File: config.mk
export PLATFORM = sky130hd
export DESIGN_NAME = sdram_arbiter
export DESIGN_NICKNAME = d
export VERILOG_FILES = /design/src/rtl/sdram_arbiter.sv
export SDC_FILE = /design/constraint.sdc
export NUM_CORES = 1
export LEC_CHECK = 0
export ABC_CLOCK_PERIOD_IN_PS = 2009
export CORE_UTILIZATION = 32
export DETAILED_ROUTE_END_ITERATION = 8
export PLACE_DENSITY = 0.79
export SYNTH_ARGS = -nofsm -noshare
export SYNTH_HDL_FRONTEND = slang
export SYNTH_SLANG_ARGS = --single-unit
File: constraint.sdc
create_clock -name clk -period 2.01 [get_ports clk]
set_input_delay 0.402 -clock clk [delete_from_list [all_inputs] [get_ports clk]]
set_output_delay 0.402 -clock clk [all_outputs]
set_load 0.01 [all_outputs]
File: src/rtl/sdram_arbiter.sv
// SDRAM sub-engine scheduler: owns the auto-refresh interval timer and grants
// the bus to one of init / refresh / write / read at a time. It also muxes the
// owner's command word onto the shared SDRAM command bus. Refresh is raised as
// a pending request; an active burst finishes at its boundary before refresh
// gets the bus. Write and read alternate when both are requesting.
module sdram_arbiter #(
    parameter int                 CMD_W      = 18,
    parameter logic [CMD_W-1:0]   CMD_NOP    = 18'b0111_00_000000000000,
    parameter int                 REF_PERIOD = 780,
    parameter int                 CNT_W      = 10
) (
    input  logic              clk,
    input  logic              rst,
    input  logic              init_done,
    input  logic [CMD_W-1:0]  cmd_init,
    input  logic [CMD_W-1:0]  cmd_ref,
    input  logic [CMD_W-1:0]  cmd_wr,
    input  logic [CMD_W-1:0]  cmd_rd,
    input  logic              wr_req,
    input  logic              rd_req,
    input  logic              ref_end,
    input  logic              wr_end,
    input  logic              rd_end,
    output logic              ref_en,
    output logic              wr_en,
    output logic              rd_en,
    output logic              ref_break,
    output logic [CMD_W-1:0]  cmd,
    output logic              ref_miss
);

    typedef enum logic [2:0] {
        ST_INIT  = 3'd0,
        ST_ARBIT = 3'd1,
        ST_AREF  = 3'd2,
        ST_WRITE = 3'd3,
        ST_READ  = 3'd4
    } state_t;

    localparam logic [CNT_W-1:0] TMR_LAST = CNT_W'(REF_PERIOD - 1);
    localparam logic [CNT_W-1:0] TMR_ONE  = CNT_W'(1);

    state_t             state_q, state_d;
    logic               last_wr_q, last_wr_d;
    logic [CNT_W-1:0]   timer_q, timer_d;
    logic               ref_pending_q, ref_pending_d;
    logic               ref_miss_q, ref_miss_d;
    logic               expire_s;
    logic               ref_done_s;

    // Refresh interval timer: idle until init completes, then free-running modulo REF_PERIOD.
    always_comb begin
        timer_d  = timer_q;
        expire_s = 1'b0;
        if (!init_done) begin
            timer_d = {CNT_W{1'b0}};
        end else if (timer_q == TMR_LAST) begin
            timer_d  = {CNT_W{1'b0}};
            expire_s = 1'b1;
        end else begin
            timer_d = timer_q + TMR_ONE;
        end
    end

    // Refresh bookkeeping: a new expiry always wins over a completing refresh on the same edge.
    always_comb begin
        ref_done_s    = (state_q == ST_AREF) && ref_end;
        ref_pending_d = ref_pending_q;
        ref_miss_d    = ref_miss_q;
        if (expire_s) begin
            ref_pending_d = 1'b1;
            if (ref_pending_q && !ref_done_s) begin
                ref_miss_d = 1'b1;
            end else begin
                ref_miss_d = ref_miss_q;
            end
        end else if (ref_done_s) begin
            ref_pending_d = 1'b0;
        end else begin
            ref_pending_d = ref_pending_q;
        end
    end

    // Next-state logic: refresh first, then round-robin between write and read.
    always_comb begin
        state_d   = state_q;
        last_wr_d = last_wr_q;
        case (state_q)
            ST_INIT: begin
                if (init_done) begin
                    state_d = ST_ARBIT;
                end else begin
                    state_d = ST_INIT;
                end
            end
            ST_ARBIT: begin
                if (ref_pending_q) begin
                    state_d = ST_AREF;
                end else if (wr_req && rd_req) begin
                    if (last_wr_q) begin
                        state_d   = ST_READ;
                        last_wr_d = 1'b0;
                    end else begin
                        state_d   = ST_WRITE;
                        last_wr_d = 1'b1;
                    end
                end else if (wr_req) begin
                    state_d   = ST_WRITE;
                    last_wr_d = 1'b1;
                end else if (rd_req) begin
                    state_d   = ST_READ;
                    last_wr_d = 1'b0;
                end else begin
                    state_d = ST_ARBIT;
                end
            end
            ST_AREF: begin
                if (ref_end) begin
                    state_d = ST_ARBIT;
                end else begin
                    state_d = ST_AREF;
                end
            end
            ST_WRITE: begin
                if (wr_end) begin
                    state_d = ST_ARBIT;
                end else begin
                    state_d = ST_WRITE;
                end
            end
            ST_READ: begin
                if (rd_end) begin
                    state_d = ST_ARBIT;
                end else begin
                    state_d = ST_READ;
                end
            end
            default: begin
                state_d = ST_INIT;
            end
        endcase
    end

    // State, timer and refresh flags register with synchronous reset.
    always_ff @(posedge clk) begin
        if (rst) begin
            state_q       <= ST_INIT;
            last_wr_q     <= 1'b0;
            timer_q       <= {CNT_W{1'b0}};
            ref_pending_q <= 1'b0;
            ref_miss_q    <= 1'b0;
        end else begin
            state_q       <= state_d;
            last_wr_q     <= last_wr_d;
            timer_q       <= timer_d;
            ref_pending_q <= ref_pending_d;
            ref_miss_q    <= ref_miss_d;
        end
    end

    // Command mux follows the state register directly so engine commands see no extra latency.
    always_comb begin
        cmd = CMD_NOP;
        case (state_q)
            ST_INIT:  cmd = cmd_init;
            ST_ARBIT: cmd = CMD_NOP;
            ST_AREF:  cmd = cmd_ref;
            ST_WRITE: cmd = cmd_wr;
            ST_READ:  cmd = cmd_rd;
            default:  cmd = CMD_NOP;
        endcase
    end

    assign ref_en    = (state_q == ST_AREF);
    assign wr_en     = (state_q == ST_WRITE);
    assign rd_en     = (state_q == ST_READ);
    assign ref_break = ref_pending_q;
    assign ref_miss  = ref_miss_q;

endmodule

=== Word-level counts from Yosys, hierarchy flattened ===
Index checks and enable logic that the tools add are counted.

* RAM bits: 0
* Output and inout port bits: 23
* Bits in latches: 0
* Logic and storage cells: 42
* Bits in read-only memories: 0
* Input port bits: 80
* Bits in registers: 16
* Memories: 0

* Magnitude comparators: 0
* Muxes and demuxes: 19
* $mul: 0
* Shift operators: 0
* Bitwise gates (word level): 2
* Add/subtract/negate cells: 1
* Equality and inequality tests: 5
* Div/mod/pow operators: 0
* Reduce and logical (&&, ||, !) cells: 10

{| class="wikitable"
|+ Operators with widths
! operator !! number
|-
| $pmux W18 S4 || 1
|-
| $mux W3 || 6
|-
| $pmux W3 S5 || 1
|-
| $add A10 B1 Y10 const B || 1
|-
| $eq A10 B10 Y1 const B || 1
|-
| $mux W1 || 9
|-
| $eq A3 B2 Y1 const B || 2
|-
| $mux W2 || 2
|-
| $eq A3 B1 Y1 const B || 1
|-
| $eq A3 B3 Y1 const B || 1
|-
| $logic_and A1 B1 Y1 || 3
|-
| $logic_not A3 Y1 || 1
|-
| $reduce_and A3 Y1 || 1
|-
| $reduce_bool A3 Y1 || 1
|-
| $reduce_or A3 Y1 || 1
|-
| $not A1 Y1 || 2
|-
| $reduce_and A2 Y1 || 1
|-
| $reduce_bool A2 Y1 || 1
|-
| $logic_not A1 Y1 || 1
|}

=== Depth between registers and ports, before layout ===
Gate-level depths: netlist of the first run.

* Depth in word-level cells: 5
* Depth in mapped cells: 6
* Gate-level depth less buffers: 5

=== Worst setup path after synthesis of the first run ===
No wires, ideal clock.

* Kind: register -> output
* Start point: register state_q[2]
* End point: output port cmd[10]
* Data arrival time: 1.264 ns
* Stages on the path, launching flop included: 7
* Required time: 1.608 ns
* Path slack: 0.344 ns
* Path buffers: 2
* Cells stage by stage: dfxtp_1 buf_2 nand2_1 clkinv_1 buf_2 a22oi_1 nand2_1

* Cells in the longest elaborated chain, start to end: 2
* Elaborated cells on any way between the ends: 5
* Those cells by class: 3 x eq/ne; 1 x mux; 1 x reduce/logical

{| class="wikitable"
|+ RTL lines
! item !! line !! text
|-
| start, declared || 43 || <nowiki>state_t state_q, state_d;</nowiki>
|-
| start signal, assigned || 153 || <nowiki>state_q <= state_d;</nowiki>
|-
| $eq A3 B3 Y1 || - ||
|-
| via rd_en || 26 || <nowiki>output logic rd_en,</nowiki>
|-
| $pmux W18 S4 || 164 || <nowiki>case (state_q)</nowiki>
|-
| end, declared || 28 || <nowiki>output logic [CMD_W-1:0] cmd,</nowiki>
|}

The timed path passes the listed nets, and every way through them passes these cells.

=== Worst setup path after layout of the first run ===
* Start point: register state_q[1]
* End point: output port cmd[15]

* Cells in the longest elaborated chain, start to end: 2
* Elaborated cells on any way between the ends: 5
* Those cells by class: 3 x eq/ne; 1 x mux; 1 x reduce/logical

{| class="wikitable"
|+ RTL lines
! item !! line
|-
| $eq A3 B3 Y1 (tied with other cells) || 164
|-
| $pmux W18 S4 (*) || 164
|}

Mark *: on every way between the ends. The rest lies on a longest branch, timed or not.

==> results of run 1 <==
Yosys cell counts (2+ instances only):
| cell | instances | area share (%) |
|---|---|---|
| a22oi_1 | 31 | 19 |
| nand2_1 | 20 | 6.1 |
| dfxtp_1 | 16 | 26 |
| a21oi_1 | 7 | 2.9 |
| nor2_1 | 7 | 2.1 |
| o21ai_0 | 7 | 2.9 |
| nand3_1 | 6 | 2.4 |
| o22a_1 | 6 | 4.3 |
| inv_1 | 5 | 1.5 |
| buf_2 | 4 | 1.6 |
| mux2_2 | 4 | 3.7 |
| nand2b_1 | 4 | 2.0 |
| buf_4 | 3 | 1.8 |
| a21bo_2 | 2 | 1.6 |
| nor3b_1 | 2 | 1.2 |
| o31ai_1 | 2 | 1.2 |
| or3_1 | 2 | 1.0 |
| or3_2 | 2 | 1.2 |
| xor2_1 | 2 | 1.4 |
layer usage:
metal	wire, um	GRT usage [%]
met1	2080	28.9
met2	2570	43.5
met3	336	4.29
met4	40	5.11
met5	0	0
stage by stage:
stage,area (um2),power (mW)
2_1_floorplan,1230,0.531
3_3_place_gp,2430,0.875
3_5_place_dp,2430,0.881
4_1_cts,2530,1.15
5_1_grt,2540,1.21
6_report,2540,1.15
power groups by stage:
stage | logic, mW | registers [mW] | clock network (mW)
finish | 0.532 | 0.336 | 0.285
floorplan | 0.193 | 0.339 | 0
CTS | 0.524 | 0.336 | 0.292
global placement | 0.534 | 0.341 | 0
global route | 0.569 | 0.338 | 0.306
detailed placement | 0.539 | 0.342 | 0
area by class of cell:
class | count | share of cell area [%]
timing repair buffer | 128 | 47.3
multi-input combinational | 122 | 34.4
sequential | 16 | 12.9
tap | 48 | 2.36
clock buffer | 4 | 2.17
inverter | 6 | 0.936
worst min-delay path by stage:
| stage | from | endpoint | slack, ns | cells past startpoint |
|---|---|---|---|---|
| 4_1_cts | last_wr_q | last_wr_q | 0.49 | 1 |
| 2_1_floorplan | last_wr_q | last_wr_q | 0.45 | 1 |
| 3_3_place_gp | last_wr_q | last_wr_q | 0.47 | 1 |
| 5_1_grt | last_wr_q | last_wr_q | 0.51 | 1 |
| 3_5_place_dp | last_wr_q | last_wr_q | 0.48 | 1 |
| 6_report | last_wr_q | last_wr_q | 0.48 | 1 |
what timing repair did:
item	CTS	global route
hold buffers	0	0
resized for setup	51	38
setup buffers	5	2
pin swaps	0	7
hold endpoints to repair	0	0
setup endpoints to repair	21	20
registers in the layout (all words and copies together), names as in the netlist:
name and cells:
ref_break 1, ref_miss 1, state_q 3, last_wr_q 1, timer_q 10
worst max-delay path, cell delays in order, from the launching register on:
cell and delay (ns):
dfxtp_4 0.36, buf_4 0.13, mux2_2 0.33, o22a_1 0.20, o22a_1 0.19, clkbuf_2 0.12
kinds of logic (layout without fill, tap and decap cells):
kind of cell               count (synthesis)  in the layout
muxes                                      4              4
DFF                                       16             16
adders and majority gates                  1              1
and+or+nand+nor                           53             53
buffers and inverters                     15            138
AOI/OAI and AO/OA                         61             61
xor gates and xnor gates                   3              3
==> metrics.txt, run 1 <==
status finished clean; Slew Viols, Final 0; clk sinks 16; DRC viols 0; Wirelength per Cell between 15 and 20 um; final wirelength approximately 5 mm; Clock Tree Root clkbuf_8; power per cell area about 450 nW/um2; reg2reg end timer_q[2]; antenna viol nets, final 0; vias in the first global route about 1.6k; Starting Density about a third; setup TNS 0 ns; Rel. slew slack between 70% and 80%; maximum clock path buffer count 2; RSZ-0062 raised after global routing true; Crit Path Category flip-flop to output port; Startpoint Class flip-flop; core area ~3700 um2; commonest non-fill, non-tap cells in the layout 81 x clkdlybuf4s50_1, 23 x a22oi_1, 20 x nand2_1, 17 x buf_4, 13 x dfxtp_1; number of core rows 22; synthesis-to-finish area growth 107%; Worst Hold Class flip-flop to flip-flop; maximum fanout along the worst path 4; Peak VDD IR roughly 0.6 mV; clock power share between 20% and 30%; CP Data Arrival Time between 1.5 and 2 ns; Vias 1664; Worst setup EP type output port; post-synthesis mux area share approximately 3.7%; Worst R2R Path Depth 3; Post-DP HPWL around 3.8 mm; combinational share of power ~46%; Synth Net Count 234; io pins 103; Final #Nets ~360; P_leak 1.05 nW; Via density 5.14; crit path capture cmd[15]; GPL Wtd Cong about 0.83; register area share after synthesis a little over a quarter; ys async rst share 0%; Finished Layout Cells ~320; Syn Area/Cell roughly 8.0 um2; Core Util, Final 69.4%; EDFF count, synth 0; worst-margin pin slew roughly 0.43 ns; commonest register cell after synthesis dfxtp_1; Final min period between 1.5 and 2 ns; Hold Slack approximately 0.48 ns; commonest non-fill, non-tap cell in the layout clkdlybuf4s50_1; max frequency between 0.5 and 0.6 GHz; largest net degree at the start of global routing 18; final hold viol count 0; Synth Area in Simple Gates around a quarter; Final Cycle Share 99.1%; #FFs+latches synth 16; dpl cells between 300 and 400; # H-tree levels 1; Worst R2R Setup Slack between 0.5 and 0.6 ns; XOR/XNOR Fraction of Synth Area around 2.1%; initial antenna violation count 0; CTS tree built; gr ovfl total 0; post-synth cell types 40; Yosys warnings 0; Sequential Area between 300 and 400 um2; Switch Pwr 0.331 mW; clk_skew 0.00370 ns; I/O Buffers 102; Worst Setup SP state_q[1]; Max-Cap Viols 0; total track usage a little under a quarter; pre-CTS setup slack -0.299 ns; # diodes 0; Post-Syn Area roughly 1200 um2; Final setup violation count 0; P_int approximately 0.82 mW; 1st-pass router iterations 6; die area approximately 4000 um2; chip width 63.9 um; die height about 64 um; Synth Instances roughly 150; largest family of logic cells by synthesized area compound AO/OA/AOI/OAI gates; DR iter-0 viols 80; Flop pwr share between 20% and 30%; critical path required time around 1.6 ns; Multi-input gate area 873 um2; clk slew on worst S/H paths approximately 0.06 ns; CTS buffer count 3; switch share 28.7%; share of cells above drive strength 1 26.4%; Adder-Cell Fraction of Synth Area under 10%; clock latency at the later pin of the worst-skew pair about 0.25 ns; Setup WS post-layout around 0.018 ns; first-pass GRT wire length roughly 7.9 mm; Layout fillers approximately 300; worst r2r src timer_q[6]; Synth Area in Compound Gates approximately 36%
Power figures use the tool's default switching activity.
==> inputs of run 2 (changes only) <==
--- a/config.mk
+++ b/config.mk
@@ -9,6 +9,7 @@
 export CORE_UTILIZATION = 32
 export DETAILED_ROUTE_END_ITERATION = 8
 export PLACE_DENSITY = 0.79
+export SLEW_MARGIN = 30
 export SYNTH_ARGS = -nofsm -noshare
 export SYNTH_HDL_FRONTEND = slang
 export SYNTH_SLANG_ARGS = --single-unit
==> results of run 2 <==
No change in the layout: final DEF, timing and power equal those of run 1.
==> inputs of run 3 (changes only) <==
--- a/config.mk
+++ b/config.mk
@@ -5,10 +5,12 @@
 export SDC_FILE = /design/constraint.sdc
 export NUM_CORES = 1
 export LEC_CHECK = 0
+export ABC_AREA = 1
 export ABC_CLOCK_PERIOD_IN_PS = 2009
 export CORE_UTILIZATION = 32
 export DETAILED_ROUTE_END_ITERATION = 8
-export PLACE_DENSITY = 0.79
+export GPL_TIMING_DRIVEN = 0
+export PLACE_DENSITY = 0.8
 export SLEW_MARGIN = 30
 export SYNTH_ARGS = -nofsm -noshare
 export SYNTH_HDL_FRONTEND = slang
==> run 3 against run 2 <==
Compared with the run above:
- register-to-register slack better by 0.13 ns
- final area is 5.8% lower
- worst hold slack worse by 0.034 ns
- non-clock buffer count is 14 lower
- count of clock-buffer cells in the layout is 1 lower
- power is 7.4% lower
- worst setup slack better by 0.078 ns
- global-route usage is 0.46 points higher
- utilization is 0.12 points higher
- sequential share of layout area is 1.0 points higher
- highest routed layer unchanged
==> metrics.txt, run 3 <==
commonest register cell after synthesis dfxtp_1; critical path required time around 1.6 ns; Peak VDD IR around 0.38 mV; P_leak 1.01 nW; final wirelength between 4 and 5 mm; leading area contributor after synthesis nand2_1; # diodes 0; max frequency between 0.5 and 0.6 GHz; top cells by count, synth 89 x nand2_1, 24 x nor2_1, 18 x nand4_1; CP max stage delay 0.38 ns; Synth Net Count ~290; core area roughly 3400 um2; largest family of logic cells by synthesized area simple AND/OR/NAND/NOR gates; share of cells above drive strength 1 9.84%; Largest register FFs 10; Worst setup EP type output port; Syn Area/Cell a little under 6 um2; Final setup violation count 0; clk slew on worst S/H paths ~0.060 ns; setup TNS 0 ns; synthesis-to-finish area growth 102%; Starting Density between 30% and 40%; Hold Slack 0.450 ns; Worst Hold Class flip-flop to flip-flop; antenna viol nets, final 0; Buf/Inv on CP 4; gr ovfl total 0; Rel. slew slack roughly three quarters; clock latency at the later pin of the worst-skew pair 0.25 ns; post-synthesis mux area share 0%; maximum fanout along the worst path 10; Adder-Cell Fraction of Synth Area about 1.1%; Yosys top cell area share 28.2%; Synth Area in Compound Gates between 6 and 7%; ys async rst share 0%; Synth Instances around 200; Slew Viols, Final 0; first-pass GRT wire length between 7 and 8 mm; Core Util, Final 69.5%; GPL Wtd Cong slightly above 0.8; Via density 4.79; Final Cycle Share about 95%; Startpoint Class flip-flop; worst-margin pin slew ~0.37 ns; chip width 62.9 um; register area share after synthesis a little over a quarter; count leader, synth nand2_1; Clock Tree Root clkbuf_8; clk sinks 16; Post-Syn Area ~1200 um2; Post-DP HPWL 3.58 mm; power per cell area between 400 and 500 nW/um2; Max-Cap Viols 0; Most flops, register timer_q; post-synth cell types 21; Wirelength per Cell ~13 um; Final min period 1.91 ns; maximum clock path buffer count 2; #FFs+latches synth 16; CTS buffer count 3; die area 3950 um2; Yosys warnings 0; CTS tree built; Vias 1730; Final #Nets slightly below 400; CP delay by family, top buffers and inverters; 1st-pass router iterations 4; status finished clean; Slowest cell on crit path dfxtp_4; die height about 63 um; total track usage approximately 24%; Synth area leaders nand2_1 28%, dfxtp_1 27%, nand4_1 9.5%; clk_skew 0.00425 ns; XOR/XNOR Fraction of Synth Area under 10%; io pins roughly 100; # H-tree levels 1; largest net degree at the start of global routing 11; commonest non-fill, non-tap cell in the layout nand2_1; DRC viols 0; DR iter-0 viols about 80; Synth Area in Simple Gates a little over half; vias in the first global route 1596; CP Data Arrival Time ~1.5 ns; Crit Path Category flip-flop to output port; initial antenna violation count 0; commonest non-fill, non-tap cells in the layout 88 x nand2_1, 81 x clkdlybuf4s50_1, 23 x nor2_1, 18 x nand4_1, 13 x dfxtp_1; cell breakdown of the critical path inv_4 -> nand3_1 -> inv_2 -> buf_4 -> a22oi_1 -> nand4_1 -> clkdlybuf4s15_1; # hold bufs at CTS 0; final hold viol count 0; I/O Buffers around 100; Top Registers timer_q x10, state_q x3; EDFF count, synth 0; number of core rows 21
[run 3: metrics by stage]
stage / worst slack (ns) / std cells / total power [mW] / instance area [um2]
3_5_place_dp: -0.170 / 352 / 0.846 / 2260
6_report: 0.0956 / 361 / 1.07 / 2390
5_1_grt: -0.000270 / 361 / 1.13 / 2390
3_3_place_gp: -0.140 / 352 / 0.841 / 2260
2_1_floorplan: 0.547 / 204 / 0.522 / 1180
4_1_cts: -0.149 / 361 / 1.07 / 2370
[run 3: final timing paths]
kind,slack (ns),end,start,cells after the start
setup reg to reg,0.66,timer_q[7],timer_q[0],6
hold reg to reg,0.45,timer_q[0],timer_q[0],1
setup / recovery,0.1,cmd[15],state_q[2],7
hold / removal,0.45,timer_q[0],timer_q[0],1
[run 3: repair_timing]
action                                  4_1_cts  5_1_grt
hold endpoints to repair                      0        0
cloned                                        1        0
resized for setup                            34       19
buffers inserted                              5        0
endpoints found under the setup margin       21       18
pin swaps                                     2        1
[run 3: kinds of logic (layout without fill, tap and decap cells)]
| kind of cell | Yosys count | after routing |
|---|---|---|
| XOR/XNOR | 6 | 6 |
| AND/OR/NAND/NOR | 147 | 147 |
| flip-flops | 16 | 16 |
| adder cells (fa/ha/maj) | 1 | 1 |
| buffers and inverters | 21 | 132 |
| AO/OA/AOI/OAI | 13 | 13 |
[run 3: metal layers]
layer	global-route usage, %	part of all wire [%]
met1	31.2	44
met3	3.65	7.0
met2	41.6	47
met4	7.56	2.1
met5	0	0
[run 3: area by class of cell]
class | count | area (um2)
clock buffers | 3 | 41.3
repair buffers | 108 | 1060
flip-flops and latches | 16 | 332
fillers | 310 | 1050
well taps | 46 | 57.6
inverters | 15 | 58.8
plain buffers | 6 | 56.3
multi-input cells | 167 | 788
[run 3: worst register-to-register path, delay by kind of cell (launching register included)]
kind,cells,cell delay (ns)
flops,1,0.35
simple gates,5,0.67
fa+ha+maj,1,0.22
[run 3: report_power, final]
part           internal, mW  switching [mW]  total, mW
sequential            0.326          0.0101      0.336
clock                 0.133           0.100      0.233
combinational         0.289           0.210      0.499
